## config.mk

```make
export PLATFORM = sky130hd
export DESIGN_NAME = window_envelope_detector_flat
export DESIGN_NICKNAME = d
export VERILOG_FILES = /design/src/rtl/window_envelope_detector_pkg.sv /design/src/rtl/window_envelope_detector_if.sv /design/src/rtl/window_envelope_detector_sample_abs.sv /design/src/rtl/window_envelope_detector.sv /design/src/flat_wrapper.sv
export SDC_FILE = /design/constraint.sdc
export NUM_CORES = 1
export LEC_CHECK = 0
export ABC_CLOCK_PERIOD_IN_PS = 2600
export CORE_MARGIN = 4
export CORE_UTILIZATION = 35
export CTS_BUF_LIST = sky130_fd_sc_hd__clkbuf_2 sky130_fd_sc_hd__clkbuf_4 sky130_fd_sc_hd__clkbuf_8
export DETAILED_ROUTE_END_ITERATION = 16
export PLACE_DENSITY = 0.62
export REMOVE_ABC_BUFFERS = 1
export SLEW_MARGIN = 5
export SYNTH_ARGS = -nofsm -noshare
export SYNTH_HDL_FRONTEND = slang
export SYNTH_SLANG_ARGS = --single-unit
export TNS_END_PERCENT = 10
```

## constraint.sdc

```tcl
create_clock -name clk -period 2.6 [get_ports clk]
set_clock_uncertainty 0.15 [all_clocks]
set_input_delay 0.52 -clock clk [delete_from_list [all_inputs] [get_ports clk]]
set_output_delay 0.52 -clock clk [all_outputs]
set_load 0.005 [all_outputs]
```

## src/rtl/window_envelope_detector_pkg.sv

```systemverilog
`default_nettype none
// ============================================================================
// Module      : window_envelope_detector_pkg
// Description : Shared receiver-path definitions. Holds the default sample
//               width, the default window length, the envelope/threshold
//               widths and the unsigned envelope typedef used by both the
//               envelope detector and the downstream threshold tracker.
// Revision    : 1.0 - initial release
// ============================================================================
package window_envelope_detector_pkg;

   // Default signed receiver sample width.
   localparam int c_RX_IW     = 16;
   // Default samples per envelope window.
   localparam int c_RX_WINDOW = 256;
   // Threshold width of the tracker; it compares directly against envelopes.
   localparam int c_RX_TW     = c_RX_IW;

   // Unsigned envelope value as seen by the threshold tracker.
   typedef logic [c_RX_IW-1:0] env_t;
   // Threshold value in the tracker.
   typedef logic [c_RX_TW-1:0] thresh_t;

   // True when v is a non-zero power of two. Usable at elaboration time.
   function automatic bit is_pow2(input int unsigned v);
      return (v != 0) && ((v & (v - 1)) == 0);
   endfunction

endpackage : window_envelope_detector_pkg
`default_nettype wire

```

## src/rtl/window_envelope_detector_if.sv

```systemverilog
`default_nettype none
// ============================================================================
// Module      : window_envelope_detector_if
// Description : Sample-in / envelope-out bundle of the envelope detector.
//               master : sample source (drives samples and clear, observes
//                        the envelope result)
//               slave  : the detector (consumes samples, drives results)
// Signals     : clr_i          abort current window
//               sample_i       signed sample, IW bits
//               sample_valid_i sample_i valid this cycle
//               env_o          mean |sample| of last completed window
//               peak_o         max  |sample| of last completed window
//               valid_o        one-cycle pulse, env_o/peak_o updated
// Revision    : 1.0 - initial release
// ============================================================================
interface window_envelope_detector_if #(
   parameter int IW = window_envelope_detector_pkg::c_RX_IW
) ();

   logic                 clr_i;
   logic signed [IW-1:0] sample_i;
   logic                 sample_valid_i;
   logic        [IW-1:0] env_o;
   logic        [IW-1:0] peak_o;
   logic                 valid_o;

   modport master (
      output clr_i,
      output sample_i,
      output sample_valid_i,
      input  env_o,
      input  peak_o,
      input  valid_o
   );

   modport slave (
      input  clr_i,
      input  sample_i,
      input  sample_valid_i,
      output env_o,
      output peak_o,
      output valid_o
   );

endinterface : window_envelope_detector_if
`default_nettype wire

```

## src/rtl/window_envelope_detector_sample_abs.sv

```systemverilog
`default_nettype none
// ============================================================================
// Module      : window_envelope_detector_sample_abs
// Description : Registered signed-to-unsigned magnitude with valid
//               passthrough. The magnitude of the most negative input,
//               2^(IW-1), is representable in IW unsigned bits, so no
//               saturation is needed.
// Ports       : clk      system clock
//               rst      synchronous active-high reset
//               i_clr    drop the sample presented this cycle
//               i_sample signed sample
//               i_valid  i_sample valid this cycle
//               o_mag    registered |i_sample|, unsigned IW bits
//               o_valid  o_mag valid this cycle
// Revision    : 1.0 - initial release
// ============================================================================
module window_envelope_detector_sample_abs #(
   parameter int IW = 16
) (
   input  wire logic                 clk,
   input  wire logic                 rst,
   input  wire logic                 i_clr,
   input  wire logic signed [IW-1:0] i_sample,
   input  wire logic                 i_valid,
   output      logic        [IW-1:0] o_mag,
   output      logic                 o_valid
);

   logic [IW-1:0] w_mag;
   logic [IW-1:0] r_mag;
   logic          r_valid;

   // Two's-complement negate on the raw bits; for -2^(IW-1) this yields the
   // same bit pattern, which read unsigned is exactly 2^(IW-1).
   always_comb begin
      w_mag = $unsigned(i_sample);
      if (i_sample[IW-1]) begin
         w_mag = ~$unsigned(i_sample) + {{(IW-1){1'b0}}, 1'b1};
      end
   end

   always_ff @(posedge clk) begin
      if (rst || i_clr) begin
         r_mag   <= '0;
         r_valid <= 1'b0;
      end else begin
         r_valid <= i_valid;
         if (i_valid) begin
            r_mag <= w_mag;
         end
      end
   end

   assign o_mag   = r_mag;
   assign o_valid = r_valid;

endmodule : window_envelope_detector_sample_abs
`default_nettype wire

```

## src/rtl/window_envelope_detector.sv

```systemverilog
`default_nettype none
// ============================================================================
// Module      : window_envelope_detector
// Description : Converts raw signed receiver samples into a windowed envelope
//               (mean absolute value over WINDOW samples) plus the window
//               peak magnitude. One single-cycle valid_o pulse per completed
//               window; results hold between pulses.
// Ports       : clk  system clock
//               rst  synchronous active-high reset
//               bus  slave side of window_envelope_detector_if
//                    (clr_i, sample_i, sample_valid_i in;
//                     env_o, peak_o, valid_o out)
// Revision    : 1.0 - initial release
// ============================================================================
module window_envelope_detector
   import window_envelope_detector_pkg::*;
#(
   parameter int IW     = c_RX_IW,
   parameter int WINDOW = c_RX_WINDOW
) (
   input  wire logic                 clk,
   input  wire logic                 rst,
   window_envelope_detector_if.slave bus
);

   localparam int LW = $clog2(WINDOW);
   localparam int AW = IW + LW;
   localparam logic [LW-1:0] c_CNT_LAST = LW'(WINDOW - 1);

   generate
      if ((WINDOW < 2) || !is_pow2(WINDOW)) begin : g_window_check
         $error("window_envelope_detector: WINDOW must be a power of two >= 2");
      end
   endgenerate

   // ------------------------------------------------------------------------
   // Stage 1: magnitude
   // ------------------------------------------------------------------------
   logic [IW-1:0] w_mag;
   logic          w_mag_valid;

   window_envelope_detector_sample_abs #(
      .IW (IW)
   ) u_sample_abs (
      .clk      (clk),
      .rst      (rst),
      .i_clr    (bus.clr_i),
      .i_sample (bus.sample_i),
      .i_valid  (bus.sample_valid_i),
      .o_mag    (w_mag),
      .o_valid  (w_mag_valid)
   );

   // ------------------------------------------------------------------------
   // Stage 2: accumulate, peak and window count
   // ------------------------------------------------------------------------
   logic [AW-1:0] r_acc;
   logic [IW-1:0] r_run_peak;
   logic [LW-1:0] r_cnt;
   logic [IW-1:0] r_env;
   logic [IW-1:0] r_peak;
   logic          r_valid;

   // Sum split so the high part is directly the mean (divide by WINDOW).
   // WINDOW * 2^(IW-1) fits in AW bits, so the sum cannot overflow.
   logic [IW-1:0] w_sum_hi;
   logic [LW-1:0] w_sum_lo;
   logic [IW-1:0] w_peak_next;
   logic          w_last;

   assign {w_sum_hi, w_sum_lo} = r_acc + {{LW{1'b0}}, w_mag};
   assign w_peak_next          = (w_mag > r_run_peak) ? w_mag : r_run_peak;
   assign w_last               = (r_cnt == c_CNT_LAST);

   always_ff @(posedge clk) begin
      if (rst) begin
         r_acc      <= '0;
         r_run_peak <= '0;
         r_cnt      <= '0;
         r_env      <= '0;
         r_peak     <= '0;
         r_valid    <= 1'b0;
      end else begin
         r_valid <= 1'b0;
         // Clear wins over an in-flight magnitude and suppresses any
         // completion it would have produced; results keep their values.
         if (bus.clr_i) begin
            r_acc      <= '0;
            r_run_peak <= '0;
            r_cnt      <= '0;
         end else if (w_mag_valid) begin
            if (w_last) begin
               r_env      <= w_sum_hi;
               r_peak     <= w_peak_next;
               r_valid    <= 1'b1;
               r_acc      <= '0;
               r_run_peak <= '0;
               r_cnt      <= '0;
            end else begin
               r_acc      <= {w_sum_hi, w_sum_lo};
               r_run_peak <= w_peak_next;
               r_cnt      <= r_cnt + {{(LW-1){1'b0}}, 1'b1};
            end
         end
      end
   end

   assign bus.env_o   = r_env;
   assign bus.peak_o  = r_peak;
   assign bus.valid_o = r_valid;

endmodule : window_envelope_detector
`default_nettype wire

```

## src/flat_wrapper.sv

```systemverilog
// flat-port wrapper written by rule: the top's interface ports become plain ports
module window_envelope_detector_flat import window_envelope_detector_pkg::*;
#(
   parameter int IW     = c_RX_IW,
   parameter int WINDOW = c_RX_WINDOW
)
  (clk, rst, bus_clr_i, bus_sample_i, bus_sample_valid_i, bus_env_o, bus_peak_o, bus_valid_o);
  window_envelope_detector_if #(.IW(IW)) bus_i ();
  input  wire logic clk;
  input  wire logic rst;
  input wire logic [$bits(bus_i.clr_i)-1:0] bus_clr_i;
  input wire logic [$bits(bus_i.sample_i)-1:0] bus_sample_i;
  input wire logic [$bits(bus_i.sample_valid_i)-1:0] bus_sample_valid_i;
  output wire logic [$bits(bus_i.env_o)-1:0] bus_env_o;
  output wire logic [$bits(bus_i.peak_o)-1:0] bus_peak_o;
  output wire logic [$bits(bus_i.valid_o)-1:0] bus_valid_o;
  assign bus_i.clr_i = bus_clr_i;
  assign bus_i.sample_i = bus_sample_i;
  assign bus_i.sample_valid_i = bus_sample_valid_i;
  assign bus_env_o = bus_i.env_o;
  assign bus_peak_o = bus_i.peak_o;
  assign bus_valid_o = bus_i.valid_o;
  window_envelope_detector #(.IW(IW), .WINDOW(WINDOW)) u_core (.clk(clk), .rst(rst), .bus(bus_i));
endmodule
```

## Yosys cells after proc, flatten, opt, wreduce, memory -nomap -nowiden

Index checks and enable logic that the tools add are counted.

| cells by class | value |
|---|---|
| equal/unequal tests | 1 |
| $lt $le $gt $ge | 1 |
| multiplexer cells | 6 |
| bitwise logic cells | 3 |
| add/sub/neg operators | 3 |
| reductions and logical operators | 4 |

Operator list:

| cell | count |
|---|---|
| 16-bit 2-to-1 mux | 3 |
| 24-bit by 16-bit adder with 24-bit output | 1 |
| 24-bit 2-to-1 mux | 1 |
| 16-bit by 1-bit adder with 16-bit output (second input constant) | 1 |
| 16-bit greater-than comparator | 1 |
| 16-bit NOT | 1 |
| 8-bit by 1-bit adder with 8-bit output (second input constant) | 1 |
| 8-bit == test (second input constant) | 1 |
| 8-bit 2-to-1 mux | 1 |
| 3-bit AND reduction | 1 |
| 3-bit OR reduction | 1 |
| 1-bit NOT | 2 |
| 2-bit OR reduction | 1 |
| 1-bit logical OR | 1 |
| 1-bit 2-to-1 mux | 1 |

| storage, ports and cells | value |
|---|---|
| register bits after elaboration | 98 |
| output and inout bits | 33 |
| input bits | 20 |
| word-level logic and storage cells | 26 |

## Logic depth before layout (Yosys ltp)

Gate-level depths: netlist (run 1).

| logic depth | value |
|---|---|
| depth in word-level cells | 3 |
| mapped depth | 10 |
| gate-level depth less buffers | 10 |

## Modules after synthesis

A second synthesis (run 1) with hierarchy kept.

| second synthesis, totals | value |
|---|---|
| cells, all modules | 694 |
| area, all modules | 5,509.0 um^2 |

Modules (own cells, without submodules):

| module | instances | area each (um^2) | cells an instance |
|---|---|---|---|
| window_envelope_detector | 1 | 4,561.9 | 573 |
| window_envelope_detector_sample_abs | 1 | 947.2 | 121 |

## Worst setup path before layout (run 1)

No wires, ideal clock.

| timing | value |
|---|---|
| path type | register to register |
| start | register u_core.u_sample_abs.r_mag[0] (netlist: u_core.u_sample_abs.o_mag[0]) |
| end | register u_core.r_env[8] (netlist: u_core.bus.env_o[8]) |
| cell stages (with the launch flop) | 11 |
| data required time | 2.328 ns |
| period minus slack after synthesis | 2.604 ns |
| setup slack | -0.004 ns |
| arrival time | 2.332 ns |
| path through | dfxtp_1 -> ha_1 -> inv_1 -> fa_1 -> nor2b_4 -> o2111ai_1 -> a21oi_2 -> o31a_4 -> a221oi_4 -> nor4_1 -> a311o_1 |

| between the ends | value |
|---|---|
| longest elaborated chain between the ends | 1 |

Ends and longest elaborated chain:

| item | RTL line | text |
|---|---|---|
| start, declared | window_envelope_detector_sample_abs.sv:30 | `logic [IW-1:0] r_mag;` |
| start signal, assigned | window_envelope_detector_sample_abs.sv:49 | `r_mag <= w_mag;` |
| 24-bit by 16-bit adder with 24-bit output | window_envelope_detector.sv:71 | `assign {w_sum_hi, w_sum_lo} = r_acc + {{LW{1'b0}}, w_mag};` |
| end signal, assigned | window_envelope_detector.sv:93 | `r_env <= w_sum_hi;` |
| end, declared | window_envelope_detector.sv:60 | `logic [IW-1:0] r_env;` |

Every way passes these cells.
A chain may end at the register's enable or synchronous reset.

## Worst setup path in the final report (run 1)

| timing | value |
|---|---|
| start | register u_core.u_sample_abs.r_mag[9] (netlist: u_core.u_sample_abs.o_mag[9]) |
| end | register u_core.r_env[8] (netlist: u_core.bus.env_o[8]) |

The elaborated chain is that of the path after synthesis.

==> flow_metrics.py, run 1 <==
metrics = {
    "detailed_routing": {
        "wl_per_cell_um": 15.3,
        "drt_iter0_markers": 272,
        "vias_per_cell": 5.42,
        "drt-total-wl_mm": 14.3,
        "drc": 0,
        "dr.pass1.iters": 5,
        "antenna_left": 0,
        "vias": 5038,
    },
    "sta": {
        "finalCritPeriodShare_pct": 101,
        "holdWs_ns": 0.307,
        "hold_viol": 0,
        "finalSetupViolCount": 1,
        "drv_slew": 0,
        "setup_tns_ns": -0.0214,
        "layout_setup_ws_ns": -0.0214,
        "rsz0062_at_grt": "true",
        "tightest_slew_ns": 0.461,
        "slew_headroom_pct": 69.2,
        "fmax_ghz": 0.381,
        "finalCriticalPeriod_ns": 2.62,
    },
    "finish": {
        "nNetsFinal": 792,
        "postLayoutCoreUtil_pct": 45.4,
        "drive_above_1_share_pct": 16.8,
        "mostFrequentLayoutCell": "dfxtp_1",
        "final_cell_mix": "94 x dfxtp_1, 79 x nor2_1, 58 x buf_4",
        "stdcell_count": 930,
        "area_delta_synth_final_pct": 27.5,
        "n_antenna_cell": 0,
    },
    "grt": {
        "antenna_found_initial": 0,
        "grt_first_pass_wirelength_mm": 23.5,
        "grt_max_degree": 32,
        "grt_pass1_vias": 4805,
        "gr-total-overflow": 0,
        "grt_use_total_pct": 16.2,
    },
    "synthesis": {
        "avgSynthCellArea_um2": 8.36,
        "netlist-cell-type-count": 67,
        "ys_warn_count": 0,
        "synth-edff-count": 0,
        "syn_inst": 646,
        "synth_seq_area_share_pct": 36.3,
        "ys.flop_type": "dfxtp_1",
        "syn_area_um2": 5400,
        "ys_async_sr_fraction_pct": 0,
        "synth.area.top_cells": "dfxtp_1 36%, ha_1 7.9%, nor2_1 5.6%",
        "synth_top_cell_by_area": "dfxtp_1",
        "post-synth-top-area-fraction_pct": 36.3,
        "synth-seq-cells": 98,
    },
    "power_and_ir_drop": {
        "report.power.total_w": 0.00313,
        "ir_drop_uv": 198,
        "p_leak_nw": 2.55,
        "power.density_nw_per_um2": 454,
    },
    "setup_path": {
        "crit_required_ns": 2.72,
        "r2r_cells": 8,
        "crit_buf_inv": 0,
        "cp.arrival_ns": 2.74,
        "cp-start-kind": "flop",
        "worstSetupPathType": "flop to flop",
        "cp_max_fo": 6,
        "cp-end-kind": "flop",
        "rrSetupSlack_ns": -0.02,
        "rr_endpoint": "u_core.bus.env_o[8]",
        "cpLargestDelayFamily": "compound AO/OA/AOI/OAI gates",
        "cp_slowest_cell": "dfxtp_1",
        "worstReg2RegStart": "u_core.u_sample_abs.o_mag[9]",
        "cp_slowest_stage_delay_ns": 0.46,
        "path_cells": "ha_1, and3_1, nand4_1, a21oi_2, o31a_4, a221oi_4, nor4_1, a311o_1",
    },
    "die": {
        "row_count": 45,
        "dieArea_um2": 17500,
        "die_x_um": 132,
        "fp.dieH_um": 132,
        "coreArea_um2": 15100,
        "start_util_pct": 35.6,
        "ios": 53,
    },
    "placement": {
        "placed_cells": 911,
        "place_congestion": 0.869,
        "hpwl_mm": 10.6,
        "io_buffers": 52,
    },
    "clocking": {
        "cts_buffer_depth": 2,
        "clk_pin_slew_worst_paths_ns": 0.09,
        "ctsRootBufferMaster": "clkbuf_8",
        "h-tree-depth": 3,
        "cts_tree": "built",
        "clock_sinks": 98,
        "worstSkewPairLatency_ns": 0.38,
        "cts_inserted_buffers": 9,
    },
    "flow_run": {
        "maxCapViolations": 0,
    },
    "status": {
        "outcome": "finished, violations left",
        "violations": "negative setup slack",
    },
    "hold_path": {
        "min_path_type": "flop to flop",
        "min_to": "u_core.bus.env_o[4]",
        "worstHoldStart": "u_core.bus.env_o[4]",
        "hold_depth": 2,
    },
}
through the flow:
step	cell area, um^2	setup WS [ns]
2_1_floorplan	5250	-0.00375
3_3_place_gp	6480	-0.165
3_5_place_dp	6480	-0.270
4_1_cts	6700	-0.0837
5_1_grt	6880	-0.112
6_report	6880	-0.0214
layer usage:
layer | vias to the layer above | GRT usage, % | wire length (um)
li1 | 2532 | - | -
met2 | 99 | 26.5 | 6700
met4 | 0 | 6.70 | 391
met1 | 2383 | 21.3 | 6620
met5 | - | 0 | 0
met3 | 24 | 2.94 | 546
power breakdown:
group          switching [W]  total [W]  internal (W)
combinational       0.000299   0.000536      0.000237
sequential         0.0000174    0.00153       0.00151
clock               0.000528    0.00106      0.000530
total               0.000845    0.00313       0.00228
flip-flops by register name, indices dropped and copies added, names as in the netlist:
signal and cells:
u_core.u_sample_abs.o_mag 16, u_core.bus.peak_o 16, u_core.bus.valid_o 1, u_core.r_cnt 8, u_core.r_acc 24, u_core.bus.env_o 16
u_core.r_run_peak 16, u_core.u_sample_abs.o_valid 1
tightest hold or removal path, delay by kind of cell (launching register included):
family	cells	cell delay, ns
flops	1	0.32
compound gates	1	0.05
simple gates	1	0.05
cell type report:
cell class                 count  area, um^2
clock buffer                  14         174
clock inverter                 2        35.0
fill                        1448        8260
inverter                      28         105
multi-input combinational    484        3330
sequential                    98        1970
tap                          188         235
timing repair buffer         116        1040
worst max path at each step:
stage,start,to,slack (ns),cells after the start
CTS,u_core.r_acc[0],u_core.r_acc[22],-0.08,11
detailed placement,bus_sample_i[4],u_core.u_sample_abs.o_mag[13],-0.27,8
global placement,bus_sample_i[4],u_core.u_sample_abs.o_mag[13],-0.17,8
global route,u_core.u_sample_abs.o_mag[9],u_core.bus.env_o[8],-0.11,8
floorplan,u_core.u_sample_abs.o_mag[0],u_core.bus.env_o[8],-0.004,10
finish,u_core.u_sample_abs.o_mag[9],u_core.bus.env_o[8],-0.02,8
synth_stat cells, types with 2 or more instances:
cell type / count
a211o_1: 2
a211oi_1: 35
a21o_1: 10
a21oi_1: 39
a21oi_2: 3
a22o_1: 7
a22oi_1: 7
a311o_1: 2
a31o_2: 3
a31oi_1: 8
and2_1: 4
and3_1: 10
buf_1: 2
buf_2: 5
buf_4: 2
clkbuf_1: 26
dfxtp_1: 98
ha_1: 34
inv_1: 27
mux2i_1: 5
nand2_1: 49
nand2b_1: 3
nand3_1: 6
nand4_1: 15
nor2_1: 80
nor2b_1: 3
nor3_1: 4
nor4_1: 3
o211ai_1: 7
o21a_1: 5
o21ai_0: 60
o21ba_2: 3
o22ai_1: 2
o31ai_1: 4
o41ai_1: 3
or2_2: 3
or4_1: 5
xnor2_1: 12
xor2_1: 22
timing repair:
action / in CTS / in global routing
setup buffers: 0 / 4
endpoints found under the setup margin: 40 / 50
pin swaps: 0 / 30
hold endpoints to repair: 0 / 0
hold buffers: 0 / 0
gates resized for setup: 3 / 39
gates cloned: 0 / 0
cell families (layout without fill, tap and decap cells):
logic type      count (synthesis)  after routing  synth area share [%]
compound gates                216            216                  27.4
xor+xnor                       34             34                  5.52
buf+inv                        64            160                  4.73
flops                          98             98                  36.3
mux                             5              5                 0.927
fa+ha+maj                      35             35                  8.25
simple gates                  194            194                  16.8
Note: power is estimated with default switching activity, not from simulation.
==> run 2, diff against run 1 <==
--- a/config.mk
+++ b/config.mk
@@ -8,8 +8,9 @@
 export ABC_CLOCK_PERIOD_IN_PS = 2600
 export CORE_MARGIN = 4
 export CORE_UTILIZATION = 35
-export CTS_BUF_LIST = sky130_fd_sc_hd__clkbuf_2 sky130_fd_sc_hd__clkbuf_4 sky130_fd_sc_hd__clkbuf_8
+export CTS_BUF_LIST = sky130_fd_sc_hd__clkbuf_16
 export DETAILED_ROUTE_END_ITERATION = 16
+export GPL_ROUTABILITY_DRIVEN = 0
 export PLACE_DENSITY = 0.62
 export REMOVE_ABC_BUFFERS = 1
 export SLEW_MARGIN = 5
==> run 2 against run 1 <==
Effect of this change:
- count of clock-buffer cells in the layout decreased by 5
- non-clock buffer count increased by 6
- clock power increased by 12%
- critical path type unchanged
- the flow still finishes with violations (negative setup slack)
- wire length increased by 2.2%
- combinational power increased by 9.7%
- global-route usage increased by 0.096 points
- critical endpoint is now u_core.bus.env_o[12]
==> flow_metrics.py, run 2 (synthesis gave the netlist of run 1 again) <==
metrics = {
    "status": {
        "outcome": "finished, violations left",
        "violations": "negative setup slack",
    },
    "finish": {
        "drive_above_1_share_pct": 18.7,
        "mostFrequentLayoutCell": "dfxtp_1",
        "largest_reg_flops": 24,
        "fillCellCount": 1467,
        "n_antenna_cell": 0,
        "nNetsFinal": 798,
        "final_cell_mix": "91 x dfxtp_1, 79 x nor2_1, 64 x buf_4",
        "postLayoutCoreUtil_pct": 46.4,
        "area_delta_synth_final_pct": 30.2,
        "top_register": "u_core.r_acc",
        "fin_area_um2": 7030,
    },
    "detailed_routing": {
        "vias": 5068,
        "drt-total-wl_mm": 14.6,
        "vias_per_cell": 5.42,
        "drt_iter0_markers": 336,
        "drc": 0,
        "dr.pass1.iters": 6,
        "wl_per_cell_um": 15.6,
        "antenna_left": 0,
    },
    "sta": {
        "finalCriticalPeriod_ns": 2.61,
        "layout_setup_ws_ns": -0.00748,
        "drv_slew": 0,
        "tightest_slew_ns": 0.439,
        "finalCritPeriodShare_pct": 100,
        "fmax_ghz": 0.384,
        "rsz0062_at_grt": "true",
        "finalSetupViolCount": 2,
        "holdWs_ns": 0.300,
        "hold_viol": 0,
        "slew_headroom_pct": 70.6,
    },
    "power_and_ir_drop": {
        "combPwrFrac_pct": 17.7,
        "power_frac_clock_pct": 36.0,
        "p_seq_share_pct": 46.3,
        "ir_drop_uv": 307,
        "p_leak_nw": 2.62,
        "p_int_w": 0.00241,
        "power.density_nw_per_um2": 472,
        "p_switching_w": 0.000907,
        "netSwitchingFraction_pct": 27.3,
    },
    "grt": {
        "grt_first_pass_wirelength_mm": 23.8,
        "grt_pass1_vias": 4864,
        "grt_use_total_pct": 16.3,
        "grt_max_degree": 32,
        "antenna_found_initial": 0,
        "gr-total-overflow": 0,
    },
    "setup_path": {
        "cp.arrival_ns": 2.74,
        "rrSetupSlack_ns": -0.007,
        "cp_slowest_stage_delay_ns": 0.46,
        "crit_buf_inv": 1,
        "cp-start-kind": "flop",
        "cp-end-kind": "flop",
        "cp_slowest_cell": "or3_2",
        "cp_max_fo": 6,
        "crit_required_ns": 2.73,
        "path_cells": "ha_4, inv_2, fa_2, nor2b_4, o2111ai_4, a21oi_2, o31a_4, a221oi_4, or3_2, a31oi_1",
        "cpLargestDelayFamily": "compound AO/OA/AOI/OAI gates",
        "worstSetupPathType": "flop to flop",
    },
    "placement": {
        "pre_cts_ws_ns": -0.282,
        "io_buffers": 52,
        "hpwl_mm": 10.4,
        "place_area_um2": 6460,
    },
    "clocking": {
        "clk_pin_slew_worst_paths_ns": 0.07,
        "cts_tree": "built",
        "cts_buffer_depth": 2,
        "ctsRootBufferMaster": "clkbuf_16",
        "cts_inserted_buffers": 9,
        "clock_sinks": 98,
        "h-tree-depth": 3,
        "worstSkewPairLatency_ns": 0.36,
        "holdBufCountCts": 0,
    },
    "die": {
        "coreArea_um2": 15100,
        "row_count": 45,
        "die_x_um": 132,
        "start_util_pct": 35.6,
        "dieArea_um2": 17500,
        "fp.dieH_um": 132,
        "ios": 53,
    },
    "flow_run": {
        "maxCapViolations": 0,
    },
    "hold_path": {
        "min_path_type": "flop to flop",
    },
}
run 2: final cells by class:
type | count | area [um^2] | area share (%)
clock buffers | 9 | 225 | 3.20
clock inverters | 6 | 26.3 | 0.374
inverters | 28 | 105 | 1.50
multi-input cells | 484 | 3380 | 48.0
flip-flops and latches | 98 | 1970 | 28.0
well taps | 188 | 235 | 3.35
repair buffers | 122 | 1090 | 15.5
run 2: worst paths after layout:
check                                                  start                    to  cells past startpoint
worst max-delay path            u_core.u_sample_abs.o_mag[0]  u_core.bus.env_o[12]                     10
worst min-delay path                     u_core.bus.env_o[2]   u_core.bus.env_o[2]                      2
worst max register to register  u_core.u_sample_abs.o_mag[0]  u_core.bus.env_o[12]                     10
worst min register to register           u_core.bus.env_o[2]   u_core.bus.env_o[2]                      2
run 2: power by group through the flow:
| stage | clock network [W] | registers [W] | logic (W) |
|---|---|---|---|
| floorplan | 0 | 0.00156 | 0.000245 |
| global placement | 0 | 0.00157 | 0.000454 |
| detailed placement | 0 | 0.00157 | 0.000464 |
| CTS | 0.00122 | 0.00153 | 0.000512 |
| global route | 0.00128 | 0.00153 | 0.000648 |
| finish | 0.00119 | 0.00153 | 0.000588 |
run 2: per-stage QoR:
step                      total power (W)  instances  setup TNS (ns)
final                             0.00332        935         -0.0115
after global routing              0.00346        935           -1.92
after CTS                         0.00326        929        -0.00889
after detailed placement          0.00203        910           -8.73
after global placement            0.00202        910           -4.98
after floorplan                   0.00181        610        -0.00375
run 2: worst register-to-register path: stages (launching register included):
cell and delay [ns]:
dfxtp_2 0.37, ha_4 0.14, inv_2 0.03, fa_2 0.36
nor2b_4 0.16, o2111ai_4 0.16, a21oi_2 0.22, o31a_4 0.21
a221oi_4 0.10, or3_2 0.46, a31oi_1 0.16
run 2: timing repair:
action / 4_1_cts / 5_1_grt
gates resized for setup: 10 / 54
endpoints found under the setup margin: 42 / 51
buffers inserted: 5 / 4
pin swaps: 4 / 31
gates cloned: 0 / 2
run 2: layer usage:
| metal | GRT usage (%) | wire [um] |
|---|---|---|
| met5 | 0 | 0 |
| met4 | 7.33 | 387 |
| met3 | 2.48 | 481 |
| met2 | 27.0 | 6980 |
| met1 | 21.2 | 6720 |
